## src/rtl/three_in_debounce.sv

```systemverilog
// Three-channel switch debouncer: 2-flop synchronizer plus a STABLE/CHECK FSM per channel.
// Optional per-channel change pulse `chg` is built only when THREE_DEB_EDGE_EN is defined.
module three_in_debounce #(
  parameter int DEB_LEN = 4,
  parameter int CNT_W   = 4
) (
  input  logic       clk,
  input  logic       rst_n,
  input  logic [2:0] raw,
  output logic [2:0] x,
  output logic       stable
`ifdef THREE_DEB_EDGE_EN
  ,
  output logic [2:0] chg
`endif
);

  typedef enum logic {STABLE = 1'b0, CHECK = 1'b1} state_t;

  localparam logic [CNT_W-1:0] CNT_LAST = CNT_W'(DEB_LEN - 1);

  logic [2:0] s1_reg;
  logic [2:0] s2_reg;
  logic [2:0] in_check;

  always_ff @(posedge clk or negedge rst_n) begin
    if (!rst_n) begin
      s1_reg <= '0;
      s2_reg <= '0;
    end else begin
      s1_reg <= raw;
      s2_reg <= s1_reg;
    end
  end

  for (genvar gi = 0; gi < 3; gi++) begin : g_chan
    state_t           state_reg;
    logic [CNT_W-1:0] cnt_reg;
    logic             x_reg;
    logic             load;

    // The new level has now been seen on DEB_LEN consecutive s2 samples.
    assign load = (state_reg == CHECK) && (s2_reg[gi] != x_reg) && (cnt_reg == CNT_LAST);

    always_ff @(posedge clk or negedge rst_n) begin
      if (!rst_n) begin
        state_reg <= STABLE;
        cnt_reg   <= '0;
        x_reg     <= 1'b0;
      end else begin
        case (state_reg)
          STABLE: begin
            if (s2_reg[gi] != x_reg) begin
              state_reg <= CHECK;
              cnt_reg   <= CNT_W'(1);
            end else begin
              cnt_reg <= '0;
            end
          end
          CHECK: begin
            if (s2_reg[gi] == x_reg) begin
              state_reg <= STABLE;
              cnt_reg   <= '0;
            end else if (load) begin
              x_reg     <= s2_reg[gi];
              state_reg <= STABLE;
              cnt_reg   <= '0;
            end else begin
              cnt_reg <= cnt_reg + CNT_W'(1);
            end
          end
          default: begin
            state_reg <= STABLE;
            cnt_reg   <= '0;
          end
        endcase
      end
    end

    assign x[gi]        = x_reg;
    assign in_check[gi] = (state_reg == CHECK);

`ifdef THREE_DEB_EDGE_EN
    logic chg_reg;

    // Registered alongside x_reg so the pulse lines up with the new level.
    always_ff @(posedge clk or negedge rst_n) begin
      if (!rst_n) chg_reg <= 1'b0;
      else        chg_reg <= load;
    end

    assign chg[gi] = chg_reg;
`endif
  end

  assign stable = ~|in_check;

endmodule
```

## config.mk

```make
export PLATFORM = sky130hd
export DESIGN_NAME = three_in_debounce
export DESIGN_NICKNAME = d
export VERILOG_FILES = /design/src/rtl/three_in_debounce.sv
export SDC_FILE = /design/constraint.sdc
export NUM_CORES = 1
export LEC_CHECK = 0
export ABC_AREA = 1
export BUFFER_PORTS_ARGS = -buffer_cell sky130_fd_sc_hd__buf_2
export CAP_MARGIN = 10
export CORE_MARGIN = 2
export CORE_UTILIZATION = 50
export CTS_CLUSTER_SIZE = 30
export DETAILED_ROUTE_END_ITERATION = 12
export GPL_ROUTABILITY_DRIVEN = 0
export PLACE_DENSITY = 0.7
export REMOVE_ABC_BUFFERS = 1
export SLEW_MARGIN = 20
export SYNTH_ARGS = -nofsm -noshare
export SYNTH_HDL_FRONTEND = slang
export SYNTH_SLANG_ARGS = --single-unit
```

## constraint.sdc

```tcl
create_clock -name clk -period 1 [get_ports clk]
set_clock_uncertainty 0.15 [all_clocks]
set_input_delay 0.05 -clock clk [delete_from_list [all_inputs] [get_ports clk]]
set_output_delay 0.05 -clock clk [all_outputs]
set_load 0.005 [all_outputs]
```

==> results of run 1 <==
[final timing paths]
path	to	from	slack [ps]
max	stable	g_chan[0].state_reg	-230
min	g_chan[0].x_reg	rst_n	70
max reg2reg	g_chan[0].cnt_reg[2]	g_chan[0].cnt_reg[0]	-130
min reg2reg	s2_reg[2]	s1_reg[2]	220
max in group asynchronous	g_chan[0].cnt_reg[2]	rst_n	380
min in group clk	s2_reg[2]	s1_reg[2]	220
[Yosys cell counts]
cell type	count	area share
nand2_1	30	0.11
dfrtp_1	24	0.59
inv_1	15	0.056
nor2_1	11	0.041
nand3_1	9	0.045
nand4_1	6	0.037
and3_1	3	0.019
buf_4	3	0.022
ha_1	3	0.037
xnor2_1	3	0.026
nor2_2	1	0.0062
nor3_1	1	0.0050
[per-layer routing]
layer	vias up	global-route usage
met5	-	0
met4	0	0.114
met3	6	0.0276
met2	17	0.352
met1	413	0.233
li1	411	-
[where the power goes]
part           leakage (nW)  switching [mW]  total (mW)  internal (mW)
clock                0.0279           0.287       0.692          0.405
combinational         0.403           0.689        1.42          0.733
sequential            0.305           0.200        1.38           1.18
total                 0.735            1.18        3.49           2.31
[worst min-delay path: cells and delay by family]
kind,cells,cell delay (ps)
buffers and inverters,3,890
[cells by family (layout without fill, tap and decap cells)]
kind of cell / count (synthesis) / count (layout) / synth area share
adders and majority gates: 3 / 3 / 0.0372
and+or+nand+nor: 61 / 61 / 0.264
xor gates and xnor gates: 3 / 3 / 0.0260
DFF: 24 / 24 / 0.595
buffers and inverters: 18 / 51 / 0.0781
[area by class of cell]
| type | instances | area [um^2] |
|---|---|---|
| clock buffers | 3 | 22.5 |
| clock inverters | 1 | 30.0 |
| fillers | 119 | 408 |
| inverters | 15 | 56.3 |
| multi-input cells | 67 | 538 |
| flip-flops and latches | 24 | 602 |
| well taps | 27 | 33.8 |
| repair buffers | 32 | 251 |
[timing repair]
item	CTS	global route
endpoints found under the hold margin	27	0
pin swaps	6	15
hold buffers	4	0
setup endpoints to repair	22	22
resized for setup	27	31
gates cloned	0	0
buffers inserted	5	2
==> results.py, run 1 <==
metrics = {
    "floorplan": {
        "dieArea_um2": 2400,
        "initial_core_util": 0.520,
        "num_io_pins": 9,
        "die_y_um": 48.9,
        "core_um2": 1940,
        "die_x_um": 48.9,
        "num_rows": 16,
    },
    "pwr": {
        "power.leakage_nw": 0.735,
        "power.total_mw": 3.49,
        "power.density_nw_per_um2": 2280,
        "max-vdd-ir-drop_mv": 1.71,
    },
    "sta": {
        "fin_ws_ps": -233,
        "hold_viol": 0,
        "slew_headroom": 0.801,
        "finalSetupViolations": 22,
        "post-route-period-util": 1.23,
        "rsz0062_at_grt": "yes",
        "worst_pin_slew_ps": 299,
        "fmax_mhz": 811,
        "hold_ws_ps": 68.6,
        "setup-tns-final_ps": -2290,
        "slew_violations": 0,
        "fin_crit_ps": 1230,
    },
    "final_layout": {
        "final_common_cell": "dfrtp_1",
        "syn_to_final_growth_pct": 51.9,
        "final_nets": 151,
        "antenna_cells": 0,
        "stdcell_count": 169,
        "fin_util": 0.790,
        "final_area_um2": 1530,
        "drive_above_1_share": 0.507,
        "largest_reg_flops": 12,
        "layout_common_cells": "dfrtp_1 (23), nand2_1 (16), buf_4 (16), inv_1 (11), nand2_2 (10)",
    },
    "place": {
        "dp.cells": 155,
        "placed_cell_area_um2": 1170,
        "dpl.hpwl_um": 1160,
        "place_ws_ps": -131,
        "io_buffers": 8,
    },
    "setup_path": {
        "critical-path-top-delay-family": "flip-flops",
        "crit_type": "reg -> out",
        "critPathCaptureType": "output port",
        "r2r_cells": 3,
        "slowest_delay_ps": 410,
        "path_buf_inv": 1,
        "critPathMaxFanout": 2,
        "arrival_ps": 1030,
        "crit_chain": "nor3_2 > buf_2",
        "cp-start-kind": "flop",
        "worstSetupPathDepth": 2,
        "required_ps": 800,
        "crit_slowest_cell": "dfrtp_1",
    },
    "hold_path": {
        "hp-class": "in -> async",
    },
    "global_routing": {
        "grt-ovfl-total": 0,
        "grt_max_degree": 25,
        "grt_use_total": 0.200,
        "grt_pass1_vias": 820,
        "grt_first_pass_wirelength_um": 3600,
        "antenna_found_initial": 0,
    },
    "clock_network": {
        "path_clk_slew_ps": 130,
        "cts_root_buf": "clkbuf_4",
        "htreeDepth": 1,
        "clock-sinks": 24,
        "clockBufferDepth": 2,
        "clk_latency_ps": 310,
        "cts_tree": "yes",
        "numCtsBuffers": 3,
    },
    "run": {
        "cap_viol_max_count": 0,
    },
    "outcome": {
        "outcome": "finished, violations left",
        "violations": "setup timing",
    },
    "detailed_routing": {
        "met2_length_um": 1130,
        "drt_wl_total_um": 2160,
        "ant_nets": 0,
        "post_drt_wl_per_cell_um": 12.8,
        "drc": 0,
        "met1_length_um": 923,
        "drtPass1Iterations": 4,
        "vias": 847,
        "drt_iter0_drc": 16,
        "wl_met3_um": 51,
        "routed.top_layer": "met4",
        "viasPerCell": 5.01,
    },
    "synthesis": {
        "netlist-cell-type-count": 12,
        "synth_cells": 109,
        "syn_area_per_cell_um2": 9.26,
        "synth_warnings": 0,
        "yosysSeqAreaShare": 0.595,
        "synthesis.area_um2": 1010,
        "synth.ff_latch_count": 24,
    },
}
(Power assumes the default switching activity.)
==> inputs of run 2 (changes only) <==
- CORE_UTILIZATION: 50 -> 56
- PLACE_DENSITY: 0.7 -> 0.75
- clock period: 1 -> 1.17 ns (I/O delays scaled with it)
==> run 2 against run 1 <==
- the run still ends with setup timing left
- cell count fell by 6.5%
- sequential cell count stayed put
- global-route usage down 1.6 points
- power fell by 33%
- register-to-register slack better by 140 ps
- combinational power is 46% lower
- die area fell by 9.9%
- core utilization shrank 4.1 points
- non-clock buffer count down 9
- hold slack gained 21 ps
- sequential power is 14% lower
- critical endpoint unchanged
- largest cell class unchanged
==> results.py, run 2 (synthesis gave the netlist of run 1 again) <==
metrics = {
    "clock_network": {
        "path_clk_slew_ps": 120,
        "cts_root_buf": "clkbuf_4",
        "clock-sinks": 24,
        "clockBufferDepth": 2,
        "cts_tree": "yes",
        "htreeDepth": 1,
        "numCtsBuffers": 3,
        "clk_latency_ps": 300,
    },
    "hold_path": {
        "hp-class": "in -> async",
    },
    "place": {
        "io_buffers": 8,
        "dpl.hpwl_um": 1170,
        "dp.cells": 143,
    },
    "detailed_routing": {
        "drt_iter0_drc": 13,
        "ant_nets": 0,
        "drc": 0,
        "post_drt_wl_per_cell_um": 11.4,
        "drtPass1Iterations": 4,
        "drt_wl_total_um": 1810,
        "vias": 748,
        "viasPerCell": 4.73,
    },
    "final_layout": {
        "largest_reg_flops": 12,
        "final_common_cell": "nand2_1",
        "final_nets": 142,
        "drive_above_1_share": 0.263,
        "layout_common_cells": "nand2_1 (27), dfrtp_1 (23), inv_1 (15), buf_4 (11), nor2_1 (9)",
        "antenna_cells": 0,
        "syn_to_final_growth_pct": 26.6,
        "stdcell_count": 158,
    },
    "sta": {
        "fin_ws_ps": -83.9,
        "rsz0062_at_grt": "yes",
        "post-route-period-util": 1.07,
        "slew_violations": 0,
        "fin_crit_ps": 1250,
        "worst_pin_slew_ps": 508,
        "slew_headroom": 0.661,
        "finalSetupViolations": 1,
        "fmax_mhz": 797,
        "hold_viol": 0,
    },
    "global_routing": {
        "grt-ovfl-total": 0,
        "grt_max_degree": 25,
        "grt_pass1_vias": 688,
        "antenna_found_initial": 0,
        "grt_use_total": 0.184,
        "grt_first_pass_wirelength_um": 2750,
    },
    "floorplan": {
        "die_y_um": 46.5,
        "num_io_pins": 9,
        "dieArea_um2": 2160,
        "die_x_um": 46.5,
        "core_um2": 1710,
        "num_rows": 15,
        "initial_core_util": 0.591,
    },
    "pwr": {
        "power.total_mw": 2.36,
        "power.density_nw_per_um2": 1840,
        "power.leakage_nw": 0.661,
        "max-vdd-ir-drop_mv": 1.12,
    },
    "setup_path": {
        "critPathCaptureType": "output port",
        "critPathMaxFanout": 2,
        "arrival_ps": 1050,
        "cp-start-kind": "flop",
        "required_ps": 960,
        "crit_type": "reg -> out",
    },
    "run": {
        "cap_viol_max_count": 0,
    },
    "outcome": {
        "violations": "setup timing",
        "outcome": "finished, violations left",
    },
}
==> run 2: cell count changes in the layout (fill, tap and decap cells not counted), moves of 5 or more <==
cell,delta
nor2_1,+5
buf_6,-5
nand2_1,+11
nand3_1,+5
buf_4,-5
nand2_2,-7
==> run 2: stage by stage <==
step	hold slack [ps]	setup WS, ps	setup TNS, ps	util	area (um^2)
final	90.0	-83.9	-83.9	0.749	1280
after detailed placement	-84.8	33.6	0	0.637	1090
after floorplan	-387	75.5	0	-	987
after CTS	109	-78.6	-78.6	0.698	1190
after global routing	139	-152	-235	0.749	1280
after global placement	-89.7	63.8	0	0.637	1090
==> run 2: final timing paths <==
check,start,endpoint,slack [ps],depth (start not counted)
max,g_chan[0].state_reg,stable,-80,2
min,rst_n,g_chan[0].cnt_reg[3],90,2
max reg2reg,g_chan[1].cnt_reg[1],g_chan[1].cnt_reg[2],10,4
min reg2reg,s1_reg[0],s2_reg[0],220,0
max in group asynchronous,rst_n,g_chan[2].cnt_reg[2],400,2
min in group clk,s1_reg[0],s2_reg[0],220,0
==> run 2: cell type report <==
type                            instances  area [um^2]
Clock buffer                            4         36.3
Fill cell                             126          429
Inverter                               15         56.3
Multi-Input combinational cell         67          390
Sequential cell                        24          602
Tap cell                               25         31.3
Timing Repair Buffer                   23          163
==> run 2: power breakdown <==
group / internal (mW) / leakage, nW / switching, mW
clock: 0.190 / 0.0210 / 0.225
sequential: 1.01 / 0.305 / 0.173
combinational: 0.379 / 0.336 / 0.383
==> run 2: what timing repair did <==
action	4_1_cts	5_1_grt
hold endpoints to repair	27	0
endpoints found under the setup margin	1	16
hold buffers	4	0
buffers inserted	3	4
resized for setup	1	13
pin swaps	0	3
==> run 2: critical path, cell delays in order, from the launching register on <==
cell,delay [ps]
dfrtp_1,410
nor3_2,190
buf_2,140
==> run 2: metal layers <==
metal / vias to the layer above / part of all wire / GRT usage / wire, um
met5: - / 0 / 0 / 0
met4: 0 / 0.0066 / 0.103 / 12
met3: 2 / 0.024 / 0.0235 / 44
met2: 11 / 0.53 / 0.331 / 967
met1: 345 / 0.43 / 0.206 / 784
li1: 390 / - / - / -
